File: src/rtl/accelbrot_loop_exit.sv
// Loop exit stage: recirculates unfinished pixel packets and retires finished ones as {tag, count}
// through a first-word-fall-through result FIFO. Optional counters: ACCELBROT_LOOP_EXIT_STATS_EN.
module accelbrot_loop_exit #(
    parameter int unsigned NWORDS      = 8,
    parameter int unsigned WWIDTH      = 34,
    parameter int unsigned CWIDTH      = 16,
    parameter int unsigned TWIDTH      = 24,
    parameter int unsigned RFIFO_DEPTH = 16
) (
    input  logic              clk,
    input  logic              rst,
    input  logic [CWIDTH-1:0] cfg_max_iter_i,
    input  logic [WWIDTH-1:0] in_x_i,
    input  logic [WWIDTH-1:0] in_y_i,
    input  logic [WWIDTH-1:0] in_a_i,
    input  logic [WWIDTH-1:0] in_b_i,
    input  logic [TWIDTH-1:0] in_tag_i,
    input  logic [CWIDTH-1:0] in_count_i,
    input  logic              in_finish_i,
    input  logic              in_start_i,
    input  logic              in_valid_i,
    output logic [WWIDTH-1:0] cont_x_o,
    output logic [WWIDTH-1:0] cont_y_o,
    output logic [WWIDTH-1:0] cont_a_o,
    output logic [WWIDTH-1:0] cont_b_o,
    output logic [TWIDTH-1:0] cont_tag_o,
    output logic [CWIDTH-1:0] cont_count_o,
    output logic              cont_finish_o,
    output logic              cont_start_o,
    output logic              cont_valid_o,
    output logic [TWIDTH-1:0] res_tag_o,
    output logic [CWIDTH-1:0] res_count_o,
    output logic              res_valid_o,
    input  logic              res_ready_i,
    output logic [31:0]       sts_num_exited_o,
    output logic [31:0]       sts_num_retried_o
);

    localparam int unsigned CntW = $clog2(NWORDS);
    localparam int unsigned PtrW = $clog2(RFIFO_DEPTH);
    localparam int unsigned EntW = TWIDTH + CWIDTH;

    typedef enum logic [1:0] {StIdle, StFwd, StDrop, StSkip} state_e;

    state_e          state_q, state_d;
    logic [CntW-1:0] wcnt_q, wcnt_d;

    logic [EntW-1:0] mem_q [RFIFO_DEPTH];
    logic [PtrW:0]   wr_ptr_q, rd_ptr_q;
    logic [EntW-1:0] rd_ent;
    logic            fifo_full, fifo_empty, push, pop;

    logic start_w, done, fwd_word;

    logic [WWIDTH-1:0] cont_x_q, cont_x_d, cont_y_q, cont_y_d;
    logic [WWIDTH-1:0] cont_a_q, cont_a_d, cont_b_q, cont_b_d;
    logic [TWIDTH-1:0] cont_tag_q, cont_tag_d;
    logic [CWIDTH-1:0] cont_count_q, cont_count_d;
    logic              cont_finish_q, cont_finish_d;
    logic              cont_start_q, cont_start_d;
    logic              cont_valid_q, cont_valid_d;

    // Full is judged on the occupancy before this cycle's pop.
    assign fifo_empty = (wr_ptr_q == rd_ptr_q);
    assign fifo_full  = (wr_ptr_q[PtrW] != rd_ptr_q[PtrW]) &&
                        (wr_ptr_q[PtrW-1:0] == rd_ptr_q[PtrW-1:0]);

    assign start_w = in_valid_i & in_start_i;
    assign done    = in_finish_i | (in_count_i >= cfg_max_iter_i);
    assign push    = start_w & done & ~fifo_full;
    assign pop     = ~fifo_empty & res_ready_i;

    always_comb begin
        state_d  = state_q;
        wcnt_d   = wcnt_q;
        fwd_word = 1'b0;
        if (start_w) begin
            wcnt_d   = CntW'(1);
            state_d  = push ? StDrop : StFwd;
            fwd_word = ~push;
        end else if (in_valid_i) begin
            case (state_q)
                StIdle: state_d = StSkip;
                StSkip: state_d = StSkip;
                default: begin
                    fwd_word = (state_q == StFwd);
                    if (wcnt_q == CntW'(NWORDS - 1)) begin
                        state_d = StIdle;
                        wcnt_d  = '0;
                    end else begin
                        wcnt_d = wcnt_q + 1'b1;
                    end
                end
            endcase
        end
    end

    always_comb begin
        cont_valid_d  = fwd_word;
        cont_start_d  = fwd_word & start_w;
        cont_x_d      = fwd_word ? in_x_i : cont_x_q;
        cont_y_d      = fwd_word ? in_y_i : cont_y_q;
        cont_a_d      = fwd_word ? in_a_i : cont_a_q;
        cont_b_d      = fwd_word ? in_b_i : cont_b_q;
        cont_tag_d    = cont_tag_q;
        cont_count_d  = cont_count_q;
        cont_finish_d = cont_finish_q;
        // A finished packet reaching here could not be retired, so it goes round flagged done.
        if (start_w && !push) begin
            cont_tag_d    = in_tag_i;
            cont_count_d  = in_count_i;
            cont_finish_d = done;
        end
    end

    always_ff @(posedge clk or posedge rst) begin
        if (rst) begin
            state_q       <= StIdle;
            wcnt_q        <= '0;
            cont_x_q      <= '0;
            cont_y_q      <= '0;
            cont_a_q      <= '0;
            cont_b_q      <= '0;
            cont_tag_q    <= '0;
            cont_count_q  <= '0;
            cont_finish_q <= 1'b0;
            cont_start_q  <= 1'b0;
            cont_valid_q  <= 1'b0;
        end else begin
            state_q       <= state_d;
            wcnt_q        <= wcnt_d;
            cont_x_q      <= cont_x_d;
            cont_y_q      <= cont_y_d;
            cont_a_q      <= cont_a_d;
            cont_b_q      <= cont_b_d;
            cont_tag_q    <= cont_tag_d;
            cont_count_q  <= cont_count_d;
            cont_finish_q <= cont_finish_d;
            cont_start_q  <= cont_start_d;
            cont_valid_q  <= cont_valid_d;
        end
    end

    always_ff @(posedge clk) begin
        if (push) begin
            mem_q[wr_ptr_q[PtrW-1:0]] <= {in_tag_i, in_count_i};
        end
    end

    always_ff @(posedge clk or posedge rst) begin
        if (rst) begin
            wr_ptr_q <= '0;
            rd_ptr_q <= '0;
        end else begin
            if (push) begin
                wr_ptr_q <= wr_ptr_q + 1'b1;
            end
            if (pop) begin
                rd_ptr_q <= rd_ptr_q + 1'b1;
            end
        end
    end

    // Result fields read as zero while empty so reset clears every res_* output.
    assign rd_ent      = mem_q[rd_ptr_q[PtrW-1:0]];
    assign res_valid_o = ~fifo_empty;
    assign res_tag_o   = fifo_empty ? '0 : rd_ent[EntW-1:CWIDTH];
    assign res_count_o = fifo_empty ? '0 : rd_ent[CWIDTH-1:0];

    assign cont_x_o      = cont_x_q;
    assign cont_y_o      = cont_y_q;
    assign cont_a_o      = cont_a_q;
    assign cont_b_o      = cont_b_q;
    assign cont_tag_o    = cont_tag_q;
    assign cont_count_o  = cont_count_q;
    assign cont_finish_o = cont_finish_q;
    assign cont_start_o  = cont_start_q;
    assign cont_valid_o  = cont_valid_q;

`ifdef ACCELBROT_LOOP_EXIT_STATS_EN
    logic [31:0] exited_q, retried_q;
    logic        retry;

    assign retry = start_w & done & fifo_full;

    always_ff @(posedge clk or posedge rst) begin
        if (rst) begin
            exited_q  <= '0;
            retried_q <= '0;
        end else begin
            if (push) begin
                exited_q <= exited_q + 32'd1;
            end
            if (retry) begin
                retried_q <= retried_q + 32'd1;
            end
        end
    end

    assign sts_num_exited_o  = exited_q;
    assign sts_num_retried_o = retried_q;
`else
    assign sts_num_exited_o  = '0;
    assign sts_num_retried_o = '0;
`endif

endmodule

File: config.mk
export PLATFORM = sky130hd
export DESIGN_NAME = accelbrot_loop_exit
export DESIGN_NICKNAME = d
export VERILOG_FILES = /design/src/rtl/accelbrot_loop_exit.sv
export SDC_FILE = /design/constraint.sdc
export NUM_CORES = 1
export LEC_CHECK = 0
export ABC_AREA = 1
export CORE_MARGIN = 5
export CORE_UTILIZATION = 47
export CTS_CLUSTER_SIZE = 30
export DETAILED_ROUTE_END_ITERATION = 10
export HOLD_SLACK_MARGIN = 0.08
export PLACE_DENSITY_LB_ADDON = 0.08
export SYNTH_ARGS = -nofsm -noshare
export SYNTH_HDL_FRONTEND = slang
export SYNTH_SLANG_ARGS = --single-unit
File: constraint.sdc
create_clock -name clk -period 14.2 [get_ports clk]
set_clock_uncertainty 0.15 [all_clocks]
set_input_delay 2.84 -clock clk [delete_from_list [all_inputs] [get_ports clk]]
set_output_delay 2.84 -clock clk [all_outputs]
set_load 0.05 [all_outputs]
Word level (Yosys, flattened, before mapping). Memories as Yosys holds them, arrays and structs flattened. Index checks and enable logic that the tools add are counted. W data, S select, Z words.

Bits in registers: 194. Bits in latches: 0. Memory bits (writable): 640. ROM bits: 0. Output and inout bits: 284. Memories kept: 1.

Add/sub/neg operators: 3. Multipliers: 0. Div/mod/pow operators: 0. Magnitude comparators: 1. Equal/unequal tests: 7. Shifts and indexed selects: 0. Muxes and demuxes: 16. Bitwise logic cells: 9. Reduce and logical (&&, ||, !) cells: 9.

Memories: mem_q (words 16, bits a word 40, read ports 1, clocked after memory_dff 0, write ports 1, RTL line 48) `logic [EntW-1:0] mem_q [RFIFO_DEPTH];`.

Operator list (number): $mux W24 (1); $ge A16 B16 Y1 (1); $mux W16 (1); $mux W3 (4); $add A5 B1 Y5 const B (2); $mux W2 (5); $and A1 B1 Y1 (5); $eq A5 B5 Y1 (1); $mux W1 (5); $eq A4 B4 Y1 (1); $reduce_and A2 Y1 (2); $add A3 B1 Y3 const B (1); $eq A3 B3 Y1 const B (1); $not A1 Y1 (3); $reduce_bool A3 Y1 (1); $eq A2 B1 Y1 const B (1); $eq A2 B2 Y1 const B (1); $logic_and A1 B1 Y1 (2); $logic_not A2 Y1 (1); $ne A2 B1 Y1 const B (1); $reduce_bool A2 Y1 (1); $reduce_or A2 Y1 (1); $logic_not A1 Y1 (1); $ne A1 B1 Y1 (1); $or A1 B1 Y1 (1).

Longest topological paths before layout. Gate-level depths: netlist (run 1).

Depth after elaboration: 7. Depth in mapped cells: 18. Mapped depth without buffers: 16.

Worst setup path after synthesis (run 1). No wires, ideal clock.

Kind: input -> register. Start point: in cfg_max_iter_i[3]. End point: mem mem_q[11][0] (netlist name) (enable). Library setup time: 0.437 ns. Arrival time: 5.625 ns. Required time: 13.613 ns. Setup slack: 7.988 ns. Cell stages on the path: 14. Buffers on the path: 0. Path through: inv_1 > ha_1 > nand2_1 > nor2_1 > nor2_1 > nand2_1 > nand2_1 > nand2_1 > nand2_1 > nand2_1 > nand2_4 > clkinv_1 > nand3_1 > nor2_1.

Cells in the longest elaborated chain, start to end: 6.

RTL lines: start: declaration (RTL line 12) `input logic [CWIDTH-1:0] cfg_max_iter_i,`; $ge A16 B16 Y1 (RTL line 69) `assign done = in_finish_i | (in_count_i >= cfg_max_iter_i);`; $or A1 B1 Y1 (RTL line 69); $and A1 B1 Y1 (2 in series) (RTL line 70) `assign push = start_w & done & ~fifo_full;`; $mux W1 (RTL line 145) `if (push) begin`; $mux W1 (not written as such) (RTL line 146) `mem_q[wr_ptr_q[PtrW-1:0]] <= {in_tag_i, in_count_i};`; end: declaration (RTL line 48).

Every way passes these cells.

Worst setup path in the final report (run 1).
Start point: reg rd_ptr_q[0]. End point: out res_count_o[15].

Cells in the longest elaborated chain, start to end: 2. Elaborated cells on any way between the ends: 3.

RTL lines: start: declaration (RTL line 49) `logic [PtrW:0] wr_ptr_q, rd_ptr_q;`; start signal: assignment (RTL line 159) `rd_ptr_q <= rd_ptr_q + 1'b1;`; $mem_v2 Z16 W40 / $eq A5 B5 Y1 (equally long branches); $mux W16 * (RTL line 168) `assign res_count_o = fifo_empty ? '0 : rd_ent[CWIDTH-1:0];`; end: declaration (RTL line 32) `output logic [CWIDTH-1:0] res_count_o,`.

Mark *: on every way between the ends. The rest lies on a longest branch, timed or not.

==> results of run 1 <==
==> registers in the layout, summed over array words and instances, names as in the netlist <==
register,cells
mem_q,640
cont_b_o,34
rd_ptr_q,5
cont_start_o,1
state_q,2
cont_valid_o,1
cont_a_o,34
cont_y_o,34
cont_tag_o,24
cont_finish_o,1
cont_count_o,16
wr_ptr_q,5
cont_x_o,34
wcnt_q,3
==> cell families (layout without fill, tap and decap cells) <==
group	after synthesis	count (layout)	share of synthesized area, %
DFF	834	834	71.5
AOI/OAI and AO/OA	478	478	8.77
buffers and inverters	292	651	4.47
other	1	71	0.0111
and+or+nand+nor	1202	1202	14.1
xor gates and xnor gates	11	11	0.286
adders and majority gates	24	24	0.892
==> path summary, 6_finish.rpt <==
check | to | startpoint
setup / recovery | res_count_o[15] | rd_ptr_q[0]
hold / removal | cont_tag_o[14] | cont_tag_o[14]
setup reg to reg | cont_x_o[5] | rd_ptr_q[0]
hold reg to reg | cont_tag_o[14] | cont_tag_o[14]
max in group asynchronous | cont_count_o[11] | rst
min in group asynchronous | cont_x_o[9] | rst
==> critical path, stage by stage, from the launching register on <==
cell	delay (ps)
dfrtp_4	950
buf_12	800
xor2_1	210
nor2_1	80
nand2_1	70
or2_2	170
clkinv_1	540
buf_4	480
a31oi_1	390
clkdlybuf4s50_1	890
==> routing by layer <==
layer	wire [um]	GRT usage [%]	share of wire [%]	up-vias
li1	-	-	-	10600
met1	40900	33.5	42	11500
met2	46900	39.8	49	785
met3	7030	5.39	7.3	123
met4	1820	6.12	1.9	2
met5	11	0	0.011	-
==> cells in the final DEF, fill, tap and decap left out, types with 9 or more instances in the layout <==
cell type,count
a31oi_1,40
buf_4,32
bufinv_16,9
clkbuf_1,21
clkbuf_16,89
clkdlybuf4s50_1,417
clkinv_1,20
clkinv_2,14
conb_1,64
dfrtp_1,191
edfxtp_1,640
ha_1,24
inv_1,33
nand2_1,518
nand3_1,168
nor2_1,491
nor2_4,17
o211ai_1,81
o21ai_0,267
o32ai_1,80
xor2_1,10
==> power by group through the flow <==
stage / clock [mW] / sequential (mW) / combinational, mW
floorplan: 0 / 3.56 / 1.92
detailed placement: 0 / 3.10 / 3.64
finish: 2.25 / 3.06 / 3.62
global route: 2.41 / 3.09 / 3.86
CTS: 2.30 / 3.06 / 3.65
global placement: 0 / 3.09 / 3.59
==> per-stage QoR <==
stage	hold WS, ps	cells	total power [mW]	setup slack (ps)	utilization (%)
after floorplan	315	2905	5.48	5930	-
after global placement	312	4054	6.69	6350	53.9
after detailed placement	315	4054	6.74	6210	53.9
after CTS	332	4214	9.01	5750	57.8
after global routing	348	4218	9.36	5650	57.8
final	327	4221	8.93	5810	57.8
==> layout make-up <==
type | instances | area (sq um) | area share, %
inverter | 41 | 169 | 0.410
antenna | 7 | 17.5 | 0.0425
clock buffer | 114 | 2360 | 5.73
sequential | 834 | 24100 | 58.4
timing repair buffer | 450 | 4430 | 10.8
clock inverter | 46 | 455 | 1.11
tap | 950 | 1190 | 2.88
multi-input combinational | 1779 | 8500 | 20.6
==> run metrics, run 1 <==
CP Capture Type output pin; Final HPWL DP between 50000 and 60000 um; area grow syn2layout 22.3%; Sink Count between 800 and 900; Period minus WS final between 8000 and 9000 ps; Clock Power Share between 20% and 30%; RSZ-0062 raised after global routing no; P_leak 15.2 nW; initial DRC count between 1500 and 2000; Reg power frac approximately a third; r2r worst-path depth 13; commonest cells in the netlist edfxtp_1, nand2_1, nor2_1; Cell Int Power 5.27 mW; # rows 98; DP Area roughly 38000 sq um; Peak VDD IR between 150 and 200 uV; Yosys top cell area share 57.1%; filler instances 5861; MaxCap Viol Count 0; final design area excluding fillers 41200 sq um; worst skew pair latency between 600 and 700 ps; Netlist cell types 28; cell count after synthesis approximately 2800; final setup fails 0; nets@finish 3414; Initial Utilization about 47%; mapped cell area around 34000 sq um; die area slightly below 80000 sq um; GRT Total Usage around 24%; max-slew violation count 0; top cells by area, synth edfxtp_1, dfrtp_1, nand2_1, nor2_1, o21ai_0; relative slew slack between 15 and 20%; vias in the first global route between 20000 and 25000; CTS max path bufs 3; fraction of registers with async set or reset after synthesis between 20% and 30%; total CTS buffers 86; vias post-DR 23000; CTS root buffer clkbuf_16; WL per Instance around 23 um; CORE AREA approximately 71000 sq um; cell taking the most area after synthesis edfxtp_1; # Post-CTS Setup Buffers 0; Yosys reg bits ~830; Arr. time, crit path roughly 5400 ps; Seq/Total Area, Yosys between 70% and 80%; status completed; drt pass-1 iters 7; Die W between 200 and 300 um; Post-synth EDFFs 640; Worst Hold Depth 2; DR vias/cell between 5 and 6; final-report hold violation count 0; most common cell in the netlist edfxtp_1; CTS tree built; IO buf count approximately 420; R2R setup slack around 8500 ps; antenna-violating nets left 0; first-pass GRT wire length approximately 150000 um; total congestion overflow 0; Sw Ratio roughly 41%; share of post-route cells with drive strength above 1 about 5.7%; Die H 278 um; H-tree Lvls 3; YS warnings 0; largest net degree at the start of global routing about 260; syn_area_per_cell 11.9 sq um; Worst Hold Class reg2reg; Reg clk slew, reported paths around 60 ps; pwr/cell area between 200 and 250 nW/um^2; setup_tns 0 ps; fmax 119 MHz; Crit path required time about 11000 ps; critical path type reg2out; ys flop type edfxtp_1; worst slew pin tran between 1000 and 1500 ps; Comb pwr share approximately two fifths; post-cts resize count 0; period utilisation layout between 50% and 60%; Psw ~3.7 mW; number of hold-repair buffers added at the cts stage 0; Critical Path Fanout Max roughly 250; GP Congestion between 0.8 and 0.9; startpoint types register; DRC violations left 0; initial antenna violation count 6; drt total wl 96600 um; I/O Pins 482
Power figures use the tool's default switching activity.
==> inputs of run 2 (changes only) <==
==> constraint.sdc (replaced) <==
create_clock -name clk -period 7.9 [get_ports clk]
set_clock_uncertainty 0.15 [all_clocks]
set_input_delay 1.58 -clock clk [delete_from_list [all_inputs] [get_ports clk]]
set_output_delay 1.58 -clock clk [all_outputs]
set_load 0.05 [all_outputs]
==> run metrics, run 2 (synthesis results as in run 1) <==
CP max stage delay 970 ps (+20 ps); Sink Count 834 (unchanged); Psw 6.64 mW (+82%); Worst Hold Depth 2 (unchanged); initial antenna violation count 6 (unchanged); critical path type reg2out; vias post-DR 23200 (+0.88%); drt total wl 98100 um (+1.5%); relative slew slack 9.19% (-10 points); CTS root buffer clkbuf_16; Critical Path Fanout Max 56 (-78%); CP cell instances xor2_1 > nor2_1 > nand2_1 > or2_2 > clkinv_1 > buf_4 > a31oi_1 > clkdlybuf4s50_1; hold path endpoint cont_tag_o[13]; Arr. time, crit path 5040 ps (-360 ps); Period minus WS final between 6000 and 7000 ps; # rows 98 (unchanged); Comb pwr share 40.4% (about the same); most frequent cells in the layout edfxtp_1, nand2_1, nor2_1, clkdlybuf4s50_1, o21ai_0; period utilisation layout 85.7%; crit-path leading delay family buffers and inverters; P_leak 15.3 nW (+0.64%); WL per Instance 23.2 um (+1.5%); non-filler cells, final 4222 (+0.024%); H-tree Lvls 3 (unchanged); worst skew pair latency 620 ps (about the same); GP Congestion 0.806 (-1.8%); Slowest-stage cell, CP clkinv_1; Buffers & Inverters on Critical Path 3 (-1); nets@finish 3419 (+0.15%); startpoint types register; Sw Ratio 40.8% (-0.14 points); Crit path required time 6170 ps (-5040 ps); DR vias/cell 5.50 (+0.85%); number of hold-repair buffers added at the cts stage 0 (unchanged); die area 77100 sq um (unchanged); first-pass GRT wire length 147000 um (+1.5%); Worst Hold Class reg2reg; Initial Utilization 47.3% (unchanged); total congestion overflow 0 (unchanged); filler instances 5798 (-1.1%); Largest register FFs 640 (unchanged); antenna-violating nets left 0 (unchanged); RSZ-0062 raised after global routing no; IO buf count 417 (unchanged); Reg power frac 33.7% (-0.6 points); Reg clk slew, reported paths 60 ps (about the same); placed cells 4056 (+0.049%); initial DRC count 2389 (+25%); Final Util 58.1% (+0.28 points); drt pass-1 iters 6 (-1); Cell Int Power 9.64 mW (+83%); worst slew pin tran 1360 ps (+151 ps); setup_tns 0 ps (unchanged); Final HPWL DP 58600 um (+5.7%); pwr/cell area 393 nW/um^2 (+81%); share of post-route cells with drive strength above 1 5.96% (+0.30 points); I/O Pins 482 (unchanged); final setup fails 0 (unchanged); largest net degree at the start of global routing 208 (-18%); status completed; GRT Total Usage 24.8% (+0.45 points); max-slew violation count 0 (unchanged); # Post-CTS Setup Buffers 0 (unchanged); worst r2r src rd_ptr_q[0]; vias in the first global route 23200 (+0.82%); most common cell after layout, fill and taps aside edfxtp_1; RR Endpoint mem_q[0][29]; post-cts resize count 0 (unchanged); Peak VDD IR 263 uV (+33%); CTS max path bufs 3 (unchanged); CP Capture Type output pin; total CTS buffers 89 (+3.5%); Die W 278 um (unchanged); Clock Power Share 25.9% (+0.7 points); DRC violations left 0 (unchanged); r2r worst-path depth 10 (-3); final-report hold violation count 0 (unchanged); MaxCap Viol Count 0 (unchanged); CTS tree built; R2R setup slack 4000 ps (-4490 ps); Die H 278 um (unchanged); fmax 148 MHz; CORE AREA 71200 sq um (unchanged); worst hold start cont_tag_o[13]; area grow syn2layout 22.9%
run 2: metrics by stage:
stage	total power [mW]	hold WS [ps]	setup WS (ps)	instance area, sq um
after floorplan	9.85	315	886	33900
final	16.3	330	1130	41400
after global routing	17.0	360	882	41400
after CTS	16.4	334	1080	41400
after global placement	12.1	313	1840	38400
after detailed placement	12.2	315	1750	38400
run 2: power groups by stage:
| stage | clock, mW | combinational (mW) | sequential [mW] |
|---|---|---|---|
| finish | 4.22 | 6.58 | 5.48 |
| global route | 4.50 | 7.01 | 5.53 |
| CTS | 4.29 | 6.63 | 5.48 |
| detailed placement | 0 | 6.60 | 5.56 |
| global placement | 0 | 6.56 | 5.54 |
| floorplan | 0 | 3.46 | 6.39 |
run 2: area by class of cell:
class	instances	area (sq um)	area share, %
clock buffer	123	2500	6.04
multi-input combinational	1779	8500	20.5
sequential	834	24100	58.2
inverter	41	169	0.408
clock inverter	41	463	1.12
timing repair buffer	452	4500	10.9
antenna	2	5.00	0.0121
tap	950	1190	2.87
run 2: routing by layer:
layer	vias up	routed length (um)	global-route usage [%]
met5	-	27	0
met4	4	2750	7.56
met3	158	8860	6.67
met2	953	46300	38.9
met1	11500	40200	34.2
li1	10600	-	-
run 2: tightest hold or removal path: cells and delay by family (launching register included):
kind | cells | cell delay, ps
and+or+nand+nor | 2 | 110
DFF | 1 | 340
run 2: worst max path at each step:
stage / slack [ps] / endpoint / depth (start not counted) / start
3_5_place_dp: 1750 / res_count_o[15] / 8 / rd_ptr_q[0]
6_report: 1130 / res_count_o[15] / 8 / rd_ptr_q[0]
4_1_cts: 1080 / res_count_o[15] / 8 / rd_ptr_q[0]
5_1_grt: 880 / res_tag_o[23] / 7 / rd_ptr_q[0]
3_3_place_gp: 1840 / res_count_o[15] / 8 / rd_ptr_q[0]
2_1_floorplan: 890 / cont_a_o[0] / 1 / rst
